## src/rtl/itc_genlock_sequencer.sv

```systemverilog
// Genlock sequencer: qualifies input timing, arms and gates the sync generator,
// supervises lock through sof/sof_locked and recovers after lock loss via a hold-off.
module itc_genlock_sequencer #(
    parameter int unsigned TIMER_WIDTH    = 24,
    parameter int unsigned STABLE_CYCLES  = 16,
    parameter int unsigned LOCK_TIMEOUT   = 4194304,
    parameter int unsigned SOF_WATCHDOG   = 2097152,
    parameter int unsigned HOLDOFF_CYCLES = 1024
) (
    input  logic       clk,
    input  logic       rst_n,
    input  logic       go,
    input  logic       clr_stats,
    input  logic       stable,
    input  logic       total_sample_count_valid,
    input  logic       total_line_count_valid,
    input  logic       sof,
    input  logic       sof_locked,
    output logic       output_enable,
    output logic       clear_enable,
    output logic       enable_count,
    output logic       locked,
    output logic [2:0] state,
    output logic [7:0] lost_count
);

    typedef enum logic [2:0] {
        StIdle       = 3'd0,
        StWaitStable = 3'd1,
        StArm        = 3'd2,
        StAcquire    = 3'd3,
        StLocked     = 3'd4,
        StHoldoff    = 3'd5
    } state_e;

    localparam logic [TIMER_WIDTH-1:0] TimerMax   = '1;
    localparam logic [TIMER_WIDTH-1:0] StableLast = TIMER_WIDTH'(STABLE_CYCLES - 1);
    localparam logic [TIMER_WIDTH-1:0] LockLast   = TIMER_WIDTH'(LOCK_TIMEOUT - 1);
    localparam logic [TIMER_WIDTH-1:0] WdogLast   = TIMER_WIDTH'(SOF_WATCHDOG - 1);
    localparam logic [TIMER_WIDTH-1:0] HoldLast   = TIMER_WIDTH'(HOLDOFF_CYCLES - 1);

    state_e                 state_q, state_d;
    logic [TIMER_WIDTH-1:0] timer_q, timer_d;
    logic [7:0]             lost_q, lost_d;
    logic                   lost_inc;
    logic                   qual;

    assign qual = stable & total_sample_count_valid & total_line_count_valid;

    always_comb begin
        state_d  = state_q;
        timer_d  = (timer_q == TimerMax) ? timer_q : timer_q + 1'b1;
        lost_inc = 1'b0;
        case (state_q)
            StIdle: begin
                timer_d = '0;
                if (go) state_d = StWaitStable;
            end
            StWaitStable: begin
                if (!qual) timer_d = '0;
                else if (timer_q == StableLast) state_d = StArm;
            end
            StArm: state_d = StAcquire;
            StAcquire: begin
                if (sof && sof_locked) begin
                    state_d = StLocked;
                end else if (!qual) begin
                    state_d = StWaitStable;
                end else if (timer_q == LockLast) begin
                    state_d  = StHoldoff;
                    lost_inc = 1'b1;
                end
            end
            StLocked: begin
                if (sof) timer_d = '0;
                if (!sof_locked || !qual || timer_q == WdogLast) begin
                    state_d  = StHoldoff;
                    lost_inc = 1'b1;
                end
            end
            StHoldoff: begin
                if (timer_q == HoldLast) state_d = StWaitStable;
            end
            default: state_d = StIdle;
        endcase
        // Host disable overrides everything and is not counted as a lock loss.
        if (!go) begin
            state_d  = StIdle;
            lost_inc = 1'b0;
        end
        if (state_d != state_q) timer_d = '0;
    end

    always_comb begin
        lost_d = lost_q;
        if (clr_stats) lost_d = '0;
        else if (lost_inc && lost_q != 8'hff) lost_d = lost_q + 1'b1;
    end

    always_ff @(posedge clk) begin
        if (!rst_n) begin
            state_q <= StIdle;
            timer_q <= '0;
            lost_q  <= '0;
        end else begin
            state_q <= state_d;
            timer_q <= timer_d;
            lost_q  <= lost_d;
        end
    end

    always_comb begin
        clear_enable  = (state_q == StArm);
        output_enable = (state_q == StAcquire) || (state_q == StLocked);
        enable_count  = output_enable;
        locked        = (state_q == StLocked);
    end

    assign state      = state_q;
    assign lost_count = lost_q;

endmodule

```

## config.mk

```make
export PLATFORM = sky130hd
export DESIGN_NAME = itc_genlock_sequencer
export DESIGN_NICKNAME = d
export VERILOG_FILES = /design/src/rtl/itc_genlock_sequencer.sv
export SDC_FILE = /design/constraint.sdc
export NUM_CORES = 1
export LEC_CHECK = 0
export ABC_AREA = 1
export BUFFER_PORTS_ARGS = -buffer_cell sky130_fd_sc_hd__buf_2
export CAP_MARGIN = 20
export CORE_ASPECT_RATIO = 0.9
export CORE_MARGIN = 4
export CORE_UTILIZATION = 45
export DETAILED_ROUTE_END_ITERATION = 10
export GPL_ROUTABILITY_DRIVEN = 0
export PLACE_DENSITY = 0.74
export SYNTH_ARGS = -nofsm -noshare
export SYNTH_HDL_FRONTEND = slang
export SYNTH_SLANG_ARGS = --single-unit
```

## constraint.sdc

```tcl
create_clock -name clk -period 3.5 [get_ports clk]
set_input_delay 0.175 -clock clk [delete_from_list [all_inputs] [get_ports clk]]
set_output_delay 0.175 -clock clk [all_outputs]
set_load 0.1 [all_outputs]
```

==> results.ini, run 1 <==
[routing]
violation_count_after_the_first_detailed_route_iteration = 138
total_number_of_vias = 2204
drc_errors = 0
number_of_detailed_routing_iterations_run_before_antenna_repair = 5
route.final.wire_length_um = 5130
final_antenna_net_count = 0
vias_per_instance = 5.00
avgRoutedWirePerCell_um = 11.6

[clocking]
postCtsHoldBufs = 0
cts_setup_buffers = 0
clock-root-buffer = sky130_fd_sc_hd__clkbuf_8
insertion_delay_to_the_later_sink_of_the_worst_skew_pair_ns = 0.29
cts_made_buffers = 5
cts_tree = built
cts_resized = 0
h-tree-depth = 2
cts_num_sinks = 35
clock_path_buffers = 2
clk_pin_slew_worst_paths_ns = 0.07

[synth]
ys_ff_latch = 35
post_synth_instance_area_um2 = 2300
ys_async_sr_fraction_pct = 0
synth_most_common_cell = sky130_fd_sc_hd__nand2_1
synthesis.nets = 362
netlist_instances = 351
post_synth_edffs = 0
yosysSeqAreaShare_pct = 30.5
synth.top_cells.by_count = sky130_fd_sc_hd__nand2_1, sky130_fd_sc_hd__inv_1, sky130_fd_sc_hd__nor2_1, sky130_fd_sc_hd__dfxtp_1, sky130_fd_sc_hd__nand3_1
avgSynthCellArea_um2 = 6.55
synth_cell_types = 32
synth_largest_area_cell = sky130_fd_sc_hd__dfxtp_1
synth_top_area_share_pct = 30.5
yosys_warnings = 0
postSynth.topFlopCell = sky130_fd_sc_hd__dfxtp_1
synthTopCellsByArea = sky130_fd_sc_hd__dfxtp_1, sky130_fd_sc_hd__nand2_1, sky130_fd_sc_hd__inv_1, sky130_fd_sc_hd__nor2_1, sky130_fd_sc_hd__nand3_1

[sta]
slew_viol_final = 0
final.setup.tns_ns = 0
rsz_0062_raised_after_global_routing = no
period_minus_slack_ns = 2.26
finalHoldViolCount = 0
setup_viol = 0
fin_crit_sh_pct = 64.5
timing.clock.skew_ns = 0.00545
transition_time_at_the_pin_with_the_least_slew_margin_ns = 0.540
relSlewSlack_pct = 63.8
max_clk_rate_ghz = 0.443

[final_layout]
area_growth_syn_to_layout_pct = 10.0
final_net_count = 386
fin_cells = 441
diodes = 0
final_layout_size_suffix_gt1_share_pct = 18.4
num-fill-cells = 503

[critical_path]
worstSetupEndpointType = register
crit_path_start = timer_q[0]$_SDFF_PP0_
worstReg2RegEnd = timer_q[2]$_SDFF_PP0_
start_kind = register
worstPathArrival_ns = 2.42
crit_path_max_fanout = 24
timing_worst_setup_path_type = reg2reg
ff2ff_path_depth = 14
cpPeakStageDelay_ns = 0.40
critical_path.cell_chain = ha_1 -> nand2_1 -> nor2_4 -> nand2_4 -> nor2_4 -> nand2_1 -> a21oi_1 -> nand2_1 -> nand2_1 -> nand2_1 -> nand2_2 -> nor2_4 -> nand2_4 -> nor2_1
crit-reg2reg-launch = timer_q[0]$_SDFF_PP0_
cp_slowest_cell = sky130_fd_sc_hd__dfxtp_1
cp_common_cell = sky130_fd_sc_hd__nand2_1
timing.reg2reg.setup_slack_ns = 1.24
worst_setup_path_endpoint = timer_q[2]$_SDFF_PP0_
critPathRequiredTime_ns = 3.66

[floorplan]
starting_density_of_the_core_pct = 47.0
floorplan.rows = 24
design.core.area_um2 = 4890
io_pins = 24
design.die.area_um2 = 6320
dieWidth_um = 83.3
floorplan.die.height_um = 75.8

[grt]
gr-total-overflow = 0
grt_pass1_wl_um = 8590
grt_pass1_vias = 1918
grt_max_degree = 25
grt_antenna_before_repair = 0
grt.total_usage_pct = 16.6

[place]
dp.cells = 433
port_buffers = 23
hpwlAfterDp_um = 3910

[outcome]
outcome = finished, final reports clean

[run]
maxCapViolations = 0

[power]
power-per-cell-area_nw_per_um2 = 288
total_leakage_power_nw = 0.983
vdd_ir_max_v = 0.000207

[hold_path]
holdCritPathClass = in2reg

cells by family (layout without fill, tap and decap cells):
| group | after synthesis | after routing | share of synthesized area (%) |
|---|---|---|---|
| AO/OA/AOI/OAI | 40 | 40 | 9.53 |
| adder cells (fa/ha/maj) | 2 | 2 | 1.09 |
| buffers and inverters | 57 | 82 | 10.8 |
| XOR/XNOR | 7 | 7 | 2.67 |
| AND/OR/NAND/NOR | 210 | 210 | 45.4 |
| flip-flops | 35 | 35 | 30.5 |
worst max-delay path: cells and delay by family (launching register included):
family | cells | cell delay, ns
AOI/OAI and AO/OA | 1 | 0.17
adders and majority gates | 1 | 0.19
DFF | 1 | 0.40
and+or+nand+nor | 12 | 1.37
sequential cells by signal, indices dropped and copies added (netlist names):
name / cells
lost_count: 8
state: 3
timer_q: 24
worst min path at each step:
stage | startpoint | slack [ns] | cells past startpoint | to
global placement | go | 0.49 | 3 | state[0]$_SDFF_PN0_
finish | go | 0.18 | 3 | state[0]$_SDFF_PN0_
global route | go | 0.19 | 3 | state[0]$_SDFF_PN0_
detailed placement | rst_n | 0.48 | 3 | state[0]$_SDFF_PN0_
CTS | go | 0.18 | 3 | state[0]$_SDFF_PN0_
floorplan | go | 0.30 | 2 | state[0]$_SDFF_PN0_
stage by stage:
step                      power [mW]  hold WS [ns]  utilization (%)  instance area [um2]  setup slack (ns)
after floorplan                0.446         0.302                -                 2310            0.0984
after global placement         0.451         0.485             49.9                 2440              1.32
after detailed placement       0.451         0.478             49.9                 2440              1.24
after CTS                      0.739         0.177             51.7                 2530              1.23
after global routing           0.761         0.191             51.7                 2530             0.954
final                          0.727         0.184             51.7                 2530              1.24
power breakdown:
group | switching (mW) | internal [mW]
combinational | 0.0309 | 0.00979
clock | 0.150 | 0.136
sequential | 0.00189 | 0.399
total | 0.183 | 0.545
area by class of cell:
cell class                      count  area [um2]  area share (%)
Multi-Input combinational cell    259        1360            53.6
Sequential cell                    35         701            27.7
Inverter                           51         191            7.57
Timing Repair Buffer               23         115            4.55
Tap cell                           65        81.3            3.22
Clock buffer                        5        68.8            2.72
Clock inverter                      3        15.0           0.594
per-layer routing:
| layer | GRT usage [%] | wire, um |
|---|---|---|
| met4 | 5.63 | 94 |
| met3 | 3.46 | 285 |
| met5 | 0 | 0 |
| met2 | 27.0 | 2250 |
| met1 | 22.3 | 2500 |
placed cells by master (no fill, tap or decap):
cell and n:
sky130_fd_sc_hd__clkbuf_8 5, sky130_fd_sc_hd__dfxtp_1 35, sky130_fd_sc_hd__and2_1 1, sky130_fd_sc_hd__nand2_2 7, sky130_fd_sc_hd__nand3b_1 1, sky130_fd_sc_hd__nand3_2 1, sky130_fd_sc_hd__nor3_4 2, sky130_fd_sc_hd__nor2_2 16
sky130_fd_sc_hd__nor3_2 1, sky130_fd_sc_hd__o21bai_1 1, sky130_fd_sc_hd__xnor2_1 2, sky130_fd_sc_hd__ha_1 2, sky130_fd_sc_hd__o211a_1 1, sky130_fd_sc_hd__nand2_1 76, sky130_fd_sc_hd__clkinv_1 1, sky130_fd_sc_hd__nand2b_1 1
sky130_fd_sc_hd__xor2_1 5, sky130_fd_sc_hd__o311ai_0 1, sky130_fd_sc_hd__nand3_1 27, sky130_fd_sc_hd__nand2_4 2, sky130_fd_sc_hd__a21oi_1 15, sky130_fd_sc_hd__a21o_1 1, sky130_fd_sc_hd__nand4_1 8, sky130_fd_sc_hd__o21ai_0 19
sky130_fd_sc_hd__clkinv_2 3, sky130_fd_sc_hd__o211ai_1 2, sky130_fd_sc_hd__nor4_1 1, sky130_fd_sc_hd__inv_1 50, sky130_fd_sc_hd__nor2_1 41, sky130_fd_sc_hd__nor2_4 9, sky130_fd_sc_hd__buf_2 23, sky130_fd_sc_hd__nor3_1 16
Power figures use the tool's default switching activity.
==> inputs of run 2 (changes only) <==
Clock period 3.5 ns to 2.3 ns, I/O delays scaled along.
==> run 2 against run 1 <==
Compared with the run above:
- sequential cell count is the same
- first-iteration DRC count is 18% higher
- clock skew about the same
- register-to-register slack got worse by 1.0 ns
- hold slack worse by 0.068 ns
- worst setup slack worse by 1.0 ns
- highest routed layer unchanged
- global-route usage increased by 0.40 points
- sequential share of layout area is 1.2 points lower
- cell count up 0.45%
- fmax up 9.7%
- non-clock buffer count up 2
- utilization is 3.2 points higher
==> results.ini, run 2 (same netlist as run 1, synthesis figures left out) <==
[routing]
total_number_of_vias = 2281  ; was 2204
number_of_detailed_routing_iterations_run_before_antenna_repair = 4  ; was 5
route.final.wire_length_um = 5450  ; was 5130 um
final_antenna_net_count = 0  ; unchanged
vias_per_instance = 5.15  ; was 5.00
drc_errors = 0  ; unchanged
violation_count_after_the_first_detailed_route_iteration = 163  ; was 138
avgRoutedWirePerCell_um = 12.3  ; was 11.6 um

[floorplan]
dieWidth_um = 83.3  ; unchanged
design.die.area_um2 = 6320  ; unchanged
io_pins = 24  ; unchanged
floorplan.die.height_um = 75.8  ; unchanged
design.core.area_um2 = 4890  ; unchanged
starting_density_of_the_core_pct = 47.0  ; unchanged
floorplan.rows = 24  ; unchanged

[grt]
grt_pass1_vias = 1968  ; was 1918
groute.layer.met3.usage_pct = 3.57  ; was 3.46%
grt_pass1_wl_um = 8880  ; was 8590 um
grt.total_usage_pct = 17.0  ; was 16.6%
grt_max_degree = 25  ; unchanged
grt.met1_usage_pct = 23.8  ; was 22.3%
gr-total-overflow = 0  ; unchanged
grt_antenna_before_repair = 0  ; unchanged
grt_most_used_layer = met2  ; unchanged
groute.layer.met2.usage_pct = 27.5  ; was 27.0%

[sta]
max_clk_rate_ghz = 0.486  ; was 0.443 GHz
finalHoldViolCount = 0  ; unchanged
post-route-worst-setup-slack_ns = 0.241  ; was 1.24 ns
period_minus_slack_ns = 2.06  ; was 2.26 ns
timing.clock.skew_ns = 0.00536  ; was 0.00545 ns
slew_viol_final = 0  ; unchanged
fin_crit_sh_pct = 89.5  ; was 64.5%
setup_viol = 0  ; unchanged
transition_time_at_the_pin_with_the_least_slew_margin_ns = 0.489  ; was 0.540 ns
relSlewSlack_pct = 67.6  ; was 63.8%
rsz_0062_raised_after_global_routing = no  ; unchanged

[power]
switching_share_of_total_power_pct = 23.6  ; was 25.1%
total_switching_power_mw = 0.294  ; was 0.183 mW
power_share_of_the_combinational_group_pct = 6.4  ; was 5.6%
total_leakage_power_nw = 1.02  ; was 0.983 nW
intPower_mw = 0.954  ; was 0.545 mW
sequentialPowerShare_pct = 48.7  ; was 55.1%
clockPowerShare_pct = 44.9  ; was 39.3%
power-per-cell-area_nw_per_um2 = 465  ; was 288 nW/um2
vdd_ir_max_v = 0.000235  ; was 0.000207 V

[clocking]
h-tree-depth = 2  ; unchanged
insertion_delay_to_the_later_sink_of_the_worst_skew_pair_ns = 0.29  ; about the same
clock-root-buffer = sky130_fd_sc_hd__clkbuf_8  ; unchanged
clk_pin_slew_worst_paths_ns = 0.07  ; about the same
cts_num_sinks = 35  ; unchanged
cts_resized = 0  ; unchanged
postCtsHoldBufs = 0  ; unchanged
clock_path_buffers = 2  ; unchanged
cts_setup_buffers = 0  ; unchanged
cts_tree = built  ; unchanged
cts_made_buffers = 5  ; unchanged

[critical_path]
ff2ff_path_depth = 17  ; was 14
worst_path_dominant_cell_family = simple AND/OR/NAND/NOR gates  ; unchanged
cpPeakStageDelay_ns = 0.37  ; was 0.40 ns
critical_path_cell_count = 17  ; was 14
cp_common_cell = sky130_fd_sc_hd__nand2_1  ; unchanged
worstPathArrival_ns = 2.24  ; was 2.42 ns
start_kind = register  ; unchanged
worstPathBufferInverterCount = 1  ; was 0
timing_worst_setup_path_type = reg2reg  ; unchanged
cp_slowest_cell = sky130_fd_sc_hd__dfxtp_2  ; was sky130_fd_sc_hd__dfxtp_1
critPathRequiredTime_ns = 2.48  ; was 3.66 ns
crit_path_max_fanout = 12  ; was 24
worstSetupEndpointType = register  ; unchanged
critical_path.cell_chain = ha_1 -> nand2_1 -> nor2_4 -> nand2_4 -> nor2_4 -> nand2_1 -> nand2_1 -> nand2_1 -> nand2_1 -> nand2_1 -> nand2_1 -> nand2_1 -> nand2_1 -> nand2_2 -> nand2_4 -> clkbuf_16 -> nor2_2  ; was ha_1 -> nand2_1 -> nor2_4 -> nand2_4 -> nor2_4 -> nand2_1 -> a21oi_1 -> nand2_1 -> nand2_1 -> nand2_1 -> nand2_2 -> nor2_4 -> nand2_4 -> nor2_1

[final_layout]
final_area_um2 = 2690  ; was 2530 um2
area_growth_syn_to_layout_pct = 16.9  ; was 10.0%
layout_common_cells = sky130_fd_sc_hd__nand2_1, sky130_fd_sc_hd__inv_1, sky130_fd_sc_hd__nor2_1, sky130_fd_sc_hd__dfxtp_1  ; was sky130_fd_sc_hd__nand2_1, sky130_fd_sc_hd__inv_1, sky130_fd_sc_hd__nor2_1, sky130_fd_sc_hd__dfxtp_1, sky130_fd_sc_hd__nand3_1
diodes = 0  ; unchanged
num-fill-cells = 480  ; was 503
final_layout_size_suffix_gt1_share_pct = 23.8  ; was 18.4%
post-route-util_pct = 54.9  ; was 51.7%
final_net_count = 388  ; was 386
mostFrequentLayoutCell = sky130_fd_sc_hd__nand2_1  ; unchanged
largest_register_ffs = 24  ; unchanged
largest_register = timer_q  ; unchanged

[place]
port_buffers = 23  ; unchanged
cell_area_after_placement_um2 = 2550  ; was 2440 um2
hpwlAfterDp_um = 4000  ; was 3910 um
pre_cts_slack_ns = 0.156  ; was 1.24 ns

[run]
maxCapViolations = 0  ; unchanged

[hold_path]
worstHoldPathCells = 3  ; unchanged
holdCritPathClass = in2reg  ; unchanged

[outcome]
outcome = finished, final reports clean  ; unchanged

[run 2: cell count changes in the layout (fill, tap and decap cells not counted), moves of 3 or more]
cell / before / now
sky130_fd_sc_hd__dfxtp_2: 0 / 3
sky130_fd_sc_hd__inv_1: 50 / 47
sky130_fd_sc_hd__nand3_2: 1 / 4
sky130_fd_sc_hd__o21ai_1: 0 / 5
sky130_fd_sc_hd__nor3_1: 16 / 13
sky130_fd_sc_hd__o21ai_0: 19 / 14
sky130_fd_sc_hd__nand3_1: 27 / 23
sky130_fd_sc_hd__dfxtp_1: 35 / 30
[run 2: area by class of cell]
class	count	area, um2	area share, %
clock buffers	5	68.8	2.56
multi-input cells	259	1420	52.9
well taps	65	81.3	3.03
clock inverters	3	43.8	1.63
flip-flops and latches	35	712	26.5
inverters	51	199	7.40
repair buffers	25	160	5.96
[run 2: worst reg2reg max path: cells and delay by family, from the launching register on]
family / cells / cell delay, ns
buf+inv: 1 / 0.20
fa+ha+maj: 1 / 0.18
simple gates: 15 / 1.21
flops: 1 / 0.37
[run 2: worst paths after layout]
kind	endpoint	slack (ns)	from
worst min-delay path	state[0]$_SDFF_PN0_	0.12	go
worst max-delay path	timer_q[0]$_SDFF_PP0_	0.24	timer_q[0]$_SDFF_PP0_
worst max register to register	timer_q[0]$_SDFF_PP0_	0.24	timer_q[0]$_SDFF_PP0_
worst min register to register	lost_count[1]$_SDFFE_PP0P_	0.52	lost_count[1]$_SDFFE_PP0P_
[run 2: metrics by stage]
| step | setup TNS (ns) | hold WS (ns) | std cells | power, mW |
|---|---|---|---|---|
| finish | 0 | 0.116 | 443 | 1.25 |
| global route | 0 | 0.112 | 443 | 1.29 |
| CTS | 0 | 0.111 | 442 | 1.25 |
| detailed placement | 0 | 0.410 | 434 | 0.692 |
| global placement | 0 | 0.406 | 434 | 0.692 |
| floorplan | -4.19 | 0.235 | 351 | 0.679 |
[run 2: per-layer routing]
layer / share of wire, % / vias up
met4: 0.70 / 0
met5: 0 / -
met3: 6.1 / 6
met1: 49 / 1031
li1: - / 1179
met2: 44 / 65
[run 2: power by group through the flow]
stage / sequential [mW] / combinational [mW] / clock (mW)
final: 0.608 / 0.0801 / 0.561
after global routing: 0.608 / 0.0856 / 0.596
after CTS: 0.608 / 0.0708 / 0.569
after detailed placement: 0.622 / 0.0704 / 0
after global placement: 0.622 / 0.0702 / 0
after floorplan: 0.629 / 0.0495 / 0
==> inputs of run 3 (changes only) <==
Clock period 2.3 ns to 2.2 ns, I/O delays scaled along.
==> run 3 against run 2 <==
Compared with the run above:
- clock skew grew 0.00097 ns
- highest routed layer unchanged
- cell count grew 0.90%
- cell area grew 0.98%
- clock-buffer cell count is the same
- power shrank 5.2%
- utilization grew 0.54 points
==> results.ini, run 3 (same netlist as run 1, synthesis figures left out) <==
[outcome]
outcome = finished, final reports clean  ; unchanged

[sta]
period_minus_slack_ns = 2.09  ; was 2.06 ns
hold-worst-slack_ns = 0.103  ; was 0.116 ns
setup_viol = 0  ; unchanged
rsz_0062_raised_after_global_routing = yes  ; was no
final.setup.tns_ns = 0  ; unchanged
max_clk_rate_ghz = 0.478  ; was 0.486 GHz
finalHoldViolCount = 0  ; unchanged
timing.clock.skew_ns = 0.00633  ; was 0.00536 ns
relSlewSlack_pct = 67.7  ; was 67.6%
transition_time_at_the_pin_with_the_least_slew_margin_ns = 0.489  ; about the same
fin_crit_sh_pct = 95.1  ; was 89.5%
slew_viol_final = 0  ; unchanged

[power]
total_switching_power_mw = 0.304  ; was 0.294 mW
switching_share_of_total_power_pct = 25.7  ; was 23.6%
clockPowerShare_pct = 38.8  ; was 44.9%
intPower_mw = 0.880  ; was 0.954 mW
power-per-cell-area_nw_per_um2 = 436  ; was 465 nW/um2
sequentialPowerShare_pct = 53.6  ; was 48.7%
power_share_of_the_combinational_group_pct = 7.6  ; was 6.4%
total_leakage_power_nw = 1.04  ; was 1.02 nW
vdd_ir_max_v = 0.000407  ; was 0.000235 V
power.total_mw = 1.18  ; was 1.25 mW

[final_layout]
final_net_count = 392  ; was 388
area_growth_syn_to_layout_pct = 18.1  ; was 16.9%
largest_register = timer_q  ; unchanged
mostFrequentLayoutCell = sky130_fd_sc_hd__nand2_1  ; unchanged
largest_register_ffs = 24  ; unchanged
final_layout_size_suffix_gt1_share_pct = 25.7  ; was 23.8%
num-fill-cells = 469  ; was 480
layout_common_cells = sky130_fd_sc_hd__nand2_1, sky130_fd_sc_hd__inv_1, sky130_fd_sc_hd__nor2_1, sky130_fd_sc_hd__dfxtp_1  ; unchanged
final_area_um2 = 2710  ; was 2690 um2
diodes = 0  ; unchanged

[floorplan]
starting_density_of_the_core_pct = 47.0  ; unchanged
io_pins = 24  ; unchanged
design.die.area_um2 = 6320  ; unchanged
floorplan.die.height_um = 75.8  ; unchanged
dieWidth_um = 83.3  ; unchanged
design.core.area_um2 = 4890  ; unchanged
floorplan.rows = 24  ; unchanged

[grt]
grt_max_degree = 25  ; unchanged
grt.total_usage_pct = 17.1  ; was 17.0%
grt_antenna_before_repair = 0  ; unchanged
grt_pass1_wl_um = 8780  ; was 8880 um
gr-total-overflow = 0  ; unchanged
grt_pass1_vias = 1977  ; was 1968

[critical_path]
worstPathArrival_ns = 2.32  ; was 2.24 ns
start_kind = register  ; unchanged
crit_path_max_fanout = 6  ; was 12
critPathRequiredTime_ns = 2.42  ; was 2.48 ns
worstSetupEndpointType = register  ; unchanged
timing_worst_setup_path_type = reg2reg  ; unchanged
timing.reg2reg.setup_slack_ns = 0.11  ; was 0.24 ns

[clocking]
postCtsHoldBufs = 0  ; unchanged
h-tree-depth = 2  ; unchanged
insertion_delay_to_the_later_sink_of_the_worst_skew_pair_ns = 0.28  ; was 0.29 ns
clock-root-buffer = sky130_fd_sc_hd__clkbuf_8  ; unchanged
cts_tree = built  ; unchanged
cts_num_sinks = 35  ; unchanged
cts_made_buffers = 5  ; unchanged
clk_pin_slew_worst_paths_ns = 0.08  ; was 0.07 ns
clock_path_buffers = 2  ; unchanged

[run]
maxCapViolations = 0  ; unchanged

[place]
hpwlAfterDp_um = 4000  ; about the same
cell_area_after_placement_um2 = 2550  ; about the same
port_buffers = 23  ; unchanged

[routing]
route.final.wire_length_um = 5530  ; was 5450 um
total_number_of_vias = 2230  ; was 2281
number_of_detailed_routing_iterations_run_before_antenna_repair = 4  ; unchanged
vias_per_instance = 4.99  ; was 5.15
drc_errors = 0  ; unchanged
final_antenna_net_count = 0  ; unchanged
avgRoutedWirePerCell_um = 12.4  ; was 12.3 um
violation_count_after_the_first_detailed_route_iteration = 176  ; was 163

[hold_path]
holdCritPathClass = in2reg  ; unchanged

run 3: worst paths after layout:
path,to,startpoint,cells after the start
max,timer_q[23]$_SDFF_PP0_,timer_q[0]$_SDFF_PP0_,12
min,state[0]$_SDFF_PN0_,rst_n,3
max reg2reg,timer_q[23]$_SDFF_PP0_,timer_q[0]$_SDFF_PP0_,12
min reg2reg,lost_count[1]$_SDFFE_PP0P_,lost_count[1]$_SDFFE_PP0P_,2
run 3: stage by stage:
step | instances | setup slack, ns | utilization (%)
2_1_floorplan | 351 | -0.296 | -
3_3_place_gp | 435 | 0.121 | 52.2
3_5_place_dp | 435 | 0.0619 | 52.2
4_1_cts | 443 | 0.0585 | 53.9
5_1_grt | 447 | -0.0349 | 55.4
6_report | 447 | 0.108 | 55.4
run 3: what timing repair did:
action                                  in CTS  in global routing
resized for setup                            0                  7
endpoints found under the setup margin       0                 31
buffers inserted                             0                  2
run 3: final cells by class:
type | instances | area [um2] | share of cell area, %
sequential | 35 | 712 | 26.2
tap | 65 | 81.3 | 3.00
clock inverter | 3 | 15.0 | 0.553
inverter | 51 | 199 | 7.33
clock buffer | 5 | 68.8 | 2.54
timing repair buffer | 29 | 194 | 7.15
multi-input combinational | 259 | 1440 | 53.2
run 3: power by group through the flow:
stage / registers, mW / clock network [mW] / logic, mW
floorplan: 0.658 / 0 / 0.0518
global placement: 0.650 / 0 / 0.0733
detailed placement: 0.650 / 0 / 0.0748
CTS: 0.635 / 0.472 / 0.0749
global route: 0.635 / 0.502 / 0.0942
finish: 0.635 / 0.459 / 0.0895
run 3: routing by layer:
metal / vias to the layer above / global-route usage [%] / wire (um)
li1: 1179 / - / -
met1: 991 / 24.1 / 2720
met3: 8 / 3.78 / 243
met5: - / 0 / 0
met4: 0 / 5.81 / 91
met2: 52 / 25.9 / 2480
run 3: worst max-delay path, cell delays in order, from the launching register on:
cell                       delay (ns)
sky130_fd_sc_hd__dfxtp_2         0.36
sky130_fd_sc_hd__ha_1            0.19
sky130_fd_sc_hd__nand2_2         0.08
sky130_fd_sc_hd__nor2_4          0.18
sky130_fd_sc_hd__nand2_4         0.09
sky130_fd_sc_hd__nor2_4          0.15
sky130_fd_sc_hd__buf_4           0.14
sky130_fd_sc_hd__nand2b_1        0.16
sky130_fd_sc_hd__nand2_1         0.24
sky130_fd_sc_hd__nor3_1          0.09
sky130_fd_sc_hd__a21oi_1         0.11
sky130_fd_sc_hd__o21ai_0         0.10
sky130_fd_sc_hd__nor2_2          0.13
